[src/rtl/ppu_cpu_regs.sv]
// CPU-facing PPU register file: decodes $2000-$2007 (mirrored), holds ctrl/mask/scroll/status
// state, issues single $2007 VRAM accesses to the arbiter and drives NMI.
//
// state   | meaning
// --------+----------------------------------------------------------
// ST_IDLE | no VRAM access outstanding; a $2007 event issues one
// ST_REQ  | VRAM_REQ held with stable addr/data until VRAM_ACK
module ppu_cpu_regs #(
    parameter bit PALETTE_BYPASS = 1'b1
) (
    input  logic        CLK,
    input  logic        RESET,
    input  logic [2:0]  CPU_ADDR,
    input  logic [7:0]  CPU_DATA_IN,
    input  logic        CPU_wren,
    input  logic        CPU_rden,
    output logic [7:0]  CPU_DATA_OUT,
    input  logic        VBLANK_SET,
    input  logic        VBLANK_CLR,
    input  logic        SPR0_SET,
    input  logic        SPR_OVF_SET,
    output logic        NMI,
    output logic [7:0]  CTRL_OUT,
    output logic [7:0]  MASK_OUT,
    output logic [14:0] SCROLL_T,
    output logic [2:0]  FINE_X,
    output logic [13:0] VRAM_ADDR,
    output logic [7:0]  VRAM_WDATA,
    output logic        VRAM_WE,
    output logic        VRAM_REQ,
    input  logic        VRAM_ACK,
    input  logic [7:0]  VRAM_RDATA,
    output logic [7:0]  OAM_ADDR,
    output logic        OAM_WE,
    output logic [7:0]  OAM_WDATA,
    input  logic [7:0]  OAM_RDATA
);

    localparam logic [0:0] ST_IDLE = 1'b0;
    localparam logic [0:0] ST_REQ  = 1'b1;

    localparam logic [2:0] A_CTRL   = 3'd0;
    localparam logic [2:0] A_MASK   = 3'd1;
    localparam logic [2:0] A_STATUS = 3'd2;
    localparam logic [2:0] A_OAMADR = 3'd3;
    localparam logic [2:0] A_OAMDAT = 3'd4;
    localparam logic [2:0] A_SCROLL = 3'd5;
    localparam logic [2:0] A_ADDR   = 3'd6;
    localparam logic [2:0] A_DATA   = 3'd7;

    logic [0:0]  r_state;
    logic        r_strobe_d;
    logic [7:0]  r_ctrl;
    logic [7:0]  r_mask;
    logic [14:0] r_v;
    logic [14:0] r_t;
    logic [2:0]  r_fine_x;
    logic        r_w;
    logic [7:0]  r_io;
    logic [7:0]  r_buf;
    logic [7:0]  r_dout;
    logic        r_vblank;
    logic        r_spr0;
    logic        r_ovf;
    logic        r_nmi;
    logic [13:0] r_vram_addr;
    logic [7:0]  r_vram_wdata;
    logic        r_vram_we;
    logic        r_pal;
    logic [7:0]  r_oam_addr;
    logic        r_oam_we;
    logic [7:0]  r_oam_wdata;

    logic        w_strobe;
    logic        w_event;
    logic        w_wr_ev;
    logic        w_rd_ev;
    logic        w_rd_status;
    logic        w_rd_accept;
    logic        w_vram_issue;
    logic [14:0] w_v_inc;
    logic [14:0] w_v_next;
    logic [7:0]  w_status;
    logic [7:0]  w_rd_data;

    // One event per CPU access; a simultaneous wren/rden counts as a write.
    assign w_strobe    = CPU_wren | CPU_rden;
    assign w_event     = w_strobe & ~r_strobe_d;
    assign w_wr_ev     = w_event & CPU_wren;
    assign w_rd_ev     = w_event & ~CPU_wren;
    assign w_rd_status = w_rd_ev & (CPU_ADDR == A_STATUS);
    assign w_rd_accept = (CPU_ADDR != A_DATA) || (r_state == ST_IDLE);

    assign w_vram_issue = w_event & (CPU_ADDR == A_DATA) & (r_state == ST_IDLE);
    assign w_v_inc      = r_ctrl[2] ? 15'd32 : 15'd1;
    assign w_v_next     = r_v + w_v_inc;

    // A vblank set racing the status read is reported as clear; the flag still ends set.
    assign w_status = {r_vblank & ~VBLANK_SET, r_spr0, r_ovf, r_io[4:0]};

    always_comb begin
        w_rd_data = r_io;
        case (CPU_ADDR)
            A_STATUS: w_rd_data = w_status;
            A_OAMDAT: w_rd_data = OAM_RDATA;
            A_DATA:   w_rd_data = r_buf;
            default:  w_rd_data = r_io;
        endcase
    end

    always_ff @(posedge CLK) begin
        if (RESET) begin
            r_state      <= ST_IDLE;
            r_strobe_d   <= 1'b0;
            r_ctrl       <= 8'h00;
            r_mask       <= 8'h00;
            r_v          <= 15'h0000;
            r_t          <= 15'h0000;
            r_fine_x     <= 3'd0;
            r_w          <= 1'b0;
            r_io         <= 8'h00;
            r_buf        <= 8'h00;
            r_dout       <= 8'h00;
            r_vblank     <= 1'b0;
            r_spr0       <= 1'b0;
            r_ovf        <= 1'b0;
            r_nmi        <= 1'b0;
            r_vram_addr  <= 14'h0000;
            r_vram_wdata <= 8'h00;
            r_vram_we    <= 1'b0;
            r_pal        <= 1'b0;
            r_oam_addr   <= 8'h00;
            r_oam_we     <= 1'b0;
            r_oam_wdata  <= 8'h00;
        end else begin
            r_strobe_d <= w_strobe;
            r_nmi      <= r_ctrl[7] & r_vblank;

            r_oam_we <= 1'b0;
            if (r_oam_we) begin
                r_oam_addr <= r_oam_addr + 8'd1;
            end

            if (VBLANK_SET) begin
                r_vblank <= 1'b1;
            end else if (VBLANK_CLR || w_rd_status) begin
                r_vblank <= 1'b0;
            end

            if (VBLANK_CLR) begin
                r_spr0 <= 1'b0;
            end else if (SPR0_SET) begin
                r_spr0 <= 1'b1;
            end

            if (VBLANK_CLR) begin
                r_ovf <= 1'b0;
            end else if (SPR_OVF_SET) begin
                r_ovf <= 1'b1;
            end

            case (r_state)
                ST_IDLE: begin
                    if (w_vram_issue) begin
                        r_state      <= ST_REQ;
                        r_vram_addr  <= r_v[13:0];
                        r_vram_we    <= CPU_wren;
                        r_vram_wdata <= CPU_DATA_IN;
                        r_pal        <= PALETTE_BYPASS & ~CPU_wren & (r_v[13:8] == 6'h3F);
                        r_v          <= w_v_next;
                    end
                end
                ST_REQ: begin
                    if (VRAM_ACK) begin
                        r_state   <= ST_IDLE;
                        r_vram_we <= 1'b0;
                        r_pal     <= 1'b0;
                        if (!r_vram_we) begin
                            r_buf <= VRAM_RDATA;
                        end
                        if (r_pal) begin
                            r_dout <= VRAM_RDATA;
                            r_io   <= VRAM_RDATA;
                        end
                    end
                end
                default: r_state <= ST_IDLE;
            endcase

            if (w_wr_ev) begin
                r_io <= CPU_DATA_IN;
                case (CPU_ADDR)
                    A_CTRL: begin
                        r_ctrl      <= CPU_DATA_IN;
                        r_t[11:10]  <= CPU_DATA_IN[1:0];
                    end
                    A_MASK:   r_mask     <= CPU_DATA_IN;
                    A_OAMADR: r_oam_addr <= CPU_DATA_IN;
                    A_OAMDAT: begin
                        r_oam_we    <= 1'b1;
                        r_oam_wdata <= CPU_DATA_IN;
                    end
                    A_SCROLL: begin
                        if (!r_w) begin
                            r_t[4:0] <= CPU_DATA_IN[7:3];
                            r_fine_x <= CPU_DATA_IN[2:0];
                            r_w      <= 1'b1;
                        end else begin
                            r_t[14:12] <= CPU_DATA_IN[2:0];
                            r_t[9:5]   <= CPU_DATA_IN[7:3];
                            r_w        <= 1'b0;
                        end
                    end
                    A_ADDR: begin
                        if (!r_w) begin
                            r_t[13:8] <= CPU_DATA_IN[5:0];
                            r_t[14]   <= 1'b0;
                            r_w       <= 1'b1;
                        end else begin
                            r_t[7:0] <= CPU_DATA_IN;
                            r_v      <= {r_t[14:8], CPU_DATA_IN};
                            r_w      <= 1'b0;
                        end
                    end
                    default: ;
                endcase
            end

            // A $2007 read arriving while busy is dropped and leaves the read data alone.
            if (w_rd_ev && w_rd_accept) begin
                r_dout <= w_rd_data;
                r_io   <= w_rd_data;
            end
            if (w_rd_status) begin
                r_w <= 1'b0;
            end
        end
    end

    assign CPU_DATA_OUT = r_dout;
    assign NMI          = r_nmi;
    assign CTRL_OUT     = r_ctrl;
    assign MASK_OUT     = r_mask;
    assign SCROLL_T     = r_t;
    assign FINE_X       = r_fine_x;
    assign VRAM_ADDR    = r_vram_addr;
    assign VRAM_WDATA   = r_vram_wdata;
    assign VRAM_WE      = r_vram_we;
    assign VRAM_REQ     = (r_state == ST_REQ);
    assign OAM_ADDR     = r_oam_addr;
    assign OAM_WE       = r_oam_we;
    assign OAM_WDATA    = r_oam_wdata;

endmodule

[config.mk]
export PLATFORM = sky130hd
export DESIGN_NAME = ppu_cpu_regs
export DESIGN_NICKNAME = d
export VERILOG_FILES = /design/src/rtl/ppu_cpu_regs.sv
export SDC_FILE = /design/constraint.sdc
export NUM_CORES = 1
export LEC_CHECK = 0
export ABC_AREA = 1
export BUFFER_PORTS_ARGS = -buffer_cell sky130_fd_sc_hd__buf_2
export CAP_MARGIN = 10
export CORE_MARGIN = 2
export CORE_UTILIZATION = 28
export CTS_BUF_LIST = sky130_fd_sc_hd__clkbuf_8 sky130_fd_sc_hd__clkbuf_16
export DETAILED_ROUTE_END_ITERATION = 6
export HOLD_SLACK_MARGIN = 0.06
export MAX_ROUTING_LAYER = met4
export PLACE_DENSITY_LB_ADDON = 0.3
export SYNTH_ARGS = -nofsm -noshare
export SYNTH_HDL_FRONTEND = slang
export SYNTH_SLANG_ARGS = --single-unit
[constraint.sdc]
create_clock -name CLK -period 4.3 [get_ports CLK]
set_clock_uncertainty 0.15 [all_clocks]
set_input_delay 0 -clock CLK [delete_from_list [all_inputs] [get_ports CLK]]
set_output_delay 0 -clock CLK [all_outputs]
set_load 0.05 [all_outputs]
==> summary.txt <==
hold path cells = 4
Initial Util = 0.2856
Final min period = 3381 ps
ANT nets after route = 0
clock power share = 0.469
Layout area overhead = 33.00%
GR Util All Layers = 0.1799
Setup CP Type = input pin to flop
number of global-route vias before repair = 5,108
Port-buffer cells = 119
Cell Area, Placed = 0.006065 mm2
setup TNS = 0 ps
Max stage delay on crit path = 610 ps
DIE AREA = 0.02020 mm2
worst reg2reg path depth = 7
I/O pin total = 120
antenna violations before repair = 0
Reg2Reg Setup Slack = 930 ps
Seq/Total Area, Yosys = 0.4496
grt total ovfl = 0
Syn Area/Cell = 7.076 um2
Worst R2R Start = r_strobe_d
endpoints failing hold = 0
Final Cycle Share = 0.7864
largest cells by area after synthesis = dfxtp_1 (45%), o21ai_0 (11%), nand2_1 (11%), a21oi_1 (9.0%), inv_1 (5.3%)
Hold Crit Start = CPU_ADDR[1]
P per Cell Area = 399.9 mW/mm2
Worst R2R End = r_v[5]
root buffer cell = clkbuf_16
Core Rows = 50
Routed Wire Length = 17,480 um
first-pass GRT wire length = 27,260 um
total power = 2.841 mW
Slew Viols, Final = 0
CTS buffer count = 17
Post-CTS Setup Repair Bufs = 0
fraction of layout cells with a size suffix above 1 = 0.1815
Max Buffers Root-to-Sink = 2
post-detail-place hpwl = 11,910 um
YS warnings = 0
Avg WL per Cell = 15.15 um
post-synth top area share = 0.4496
Via Count = 5,463
Worst VDD drop = 0.2670 mV
Gate Count Post-Synth = 755
DRC = 0
ant diodes = 0
combinational power share = 0.118
CP required = 4440 ps
synth unique cells = 31
final setup violating endpoints = 0
post-synthesis register bit count = 120
Worst Setup End Kind = flop
CTS tree = done
NetSw = 764.8 uW
HP Class = input pin to flop
switch share = 0.2692
GPL Wtd Cong = 0.8221
htree depth = 4
Synth area leader = dfxtp_1
Reg clk slew, reported paths = 60 ps
Cell Area, Synth = 0.005343 mm2
Vias per Instance = 4.734
Die X = 142.1 um
slowest CP cell = nor3_2
Skew-Pair Late Insertion Delay = 410 ps
final net count = 948
leakage power = 3.367 nW
Synthesized Nets = 795
FMAX = 295.7 MHz
sequential share of power = 0.414
Max-Cap Viols = 0
Internal = 2.077 mW
Slew headroom = 0.3768
Crit Path Max Fanout = 21
Slew @ Worst Pin = 931.4 ps
height of the die = 142.1 um
crit path launch type = input pin
clock sink count = 120
initial drt markers = 330
core box area = 0.01871 mm2
fin area = 0.007106 mm2
drt pass-1 iters = 5
RSZ-0062 raised after global routing = false
largest net degree at the start of global routing = 55
Hold Path End = r_w
CP Cell Sequence = dlygate4sd3_1 -> buf_2 -> inv_1 -> nor2_2 -> inv_2 -> nor3_2 -> inv_1 -> o211ai_1 -> a21oi_1 -> dlygate4sd3_1
Critical Path AT = 3520 ps
status = finished, final reports clean
==> state kept, by name, summed over array words and instances (netlist names), 3 cells and up <==
| signal | cells |
|---|---|
| CPU_DATA_OUT | 8 |
| CTRL_OUT | 8 |
| FINE_X | 3 |
| MASK_OUT | 8 |
| OAM_ADDR | 8 |
| OAM_WDATA | 8 |
| SCROLL_T | 15 |
| VRAM_ADDR | 14 |
| VRAM_WDATA | 8 |
| r_buf | 8 |
| r_io | 8 |
| r_v | 14 |
==> routing by layer <==
layer / vias up / GRT usage / share of wire
met5: - / - / 0
met4: 0 / 0.04947 / 0.0097
met3: 13 / 0.03802 / 0.047
met2: 130 / 0.2845 / 0.47
met1: 2508 / 0.2335 / 0.47
li1: 2812 / - / -
==> synthesized netlist by cell type <==
cell type / instances
o21ai_1: 1
nor2_1: 62
or2_0: 1
nand3b_1: 2
clkbuf_1: 20
inv_1: 75
xor2_1: 4
nand2_2: 1
o21ai_0: 122
or2_2: 3
inv_2: 4
ha_1: 4
nor4_1: 1
nor3_2: 3
nor3_1: 7
nor2_4: 1
a21oi_1: 96
a211oi_1: 1
dfxtp_1: 120
o211ai_1: 3
a31oi_1: 4
buf_2: 10
nor2_2: 2
nand3_1: 36
nand4_1: 10
buf_6: 3
o21ai_2: 2
buf_4: 2
nand3_2: 2
xnor2_1: 1
nand2_1: 152
==> worst max-delay path by stage <==
stage / from / endpoint / slack (ps) / depth (start not counted)
floorplan: OAM_ADDR[0] / OAM_ADDR[6] / 2340 / 7
global placement: r_strobe_d / r_v[0] / 1600 / 6
detailed placement: r_strobe_d / r_v[5] / 1540 / 6
CTS: CPU_wren / r_v[5] / 940 / 11
global route: CPU_wren / r_v[5] / 630 / 10
finish: CPU_wren / r_v[5] / 920 / 10
==> cell type report <==
cell class	instances	area, um2
clock buffer	20	466.7
tap	234	292.8
inverter	79	296.5
fill	1953	11600
timing repair buffer	169	1094
sequential	120	2402
clock inverter	11	83.83
multi-input combinational	521	2470
==> logic make-up (layout without fill, tap and decap cells) <==
family,Yosys count,in the layout,share of synthesized area
simple gates,283,283,0.2260
fa+ha+maj,4,4,0.009368
buf+inv,114,279,0.08805
flops,120,120,0.4496
compound gates,229,229,0.2187
xor+xnor,5,5,0.008196
==> critical path, delay by kind of cell <==
kind	cells	cell delay, ps
buffers and inverters	6	2010
and+or+nand+nor	2	1190
AOI/OAI and AO/OA	2	320
==> cells in the final DEF, fill, tap and decap left out, drive strengths merged <==
master / count
xnor2: 1
clkinvlp: 3
a211oi: 1
dlygate4sd3: 49
clkbuf: 20
nor2: 65
o211ai: 3
nor3: 10
ha: 4
a21oi: 96
o21ai: 125
or2: 4
dfxtp: 120
nor4: 1
nand3: 38
bufinv: 1
buf: 120
clkinv: 4
nand4: 10
nand3b: 2
inv: 82
a31oi: 4
nand2: 153
xor2: 4
==> repair_timing <==
| action | in CTS | in global routing |
|---|---|---|
| gates resized for setup | 0 | 0 |
| hold endpoints to repair | 104 | 0 |
| hold buffers | 49 | 0 |
==> stage by stage <==
stage,instances,hold slack (ps),util,worst slack [ps]
2_1_floorplan,755,-32.57,-,2337
3_3_place_gp,1074,73.09,0.3242,1598
3_5_place_dp,1074,80.22,0.3242,1543
4_1_cts,1154,66.47,0.3799,941.2
5_1_grt,1154,95.65,0.3799,625.5
6_report,1154,79.47,0.3799,918.7
==> power by group through the flow <==
| stage | clock [mW] | sequential [mW] | combinational [mW] |
|---|---|---|---|
| floorplan | 0 | 1.28 | 0.132 |
| global placement | 0 | 1.20 | 0.301 |
| detailed placement | 0 | 1.20 | 0.303 |
| CTS | 1.36 | 1.17 | 0.335 |
| global route | 1.41 | 1.18 | 0.365 |
| finish | 1.33 | 1.18 | 0.334 |
(Power assumes the default switching activity.)
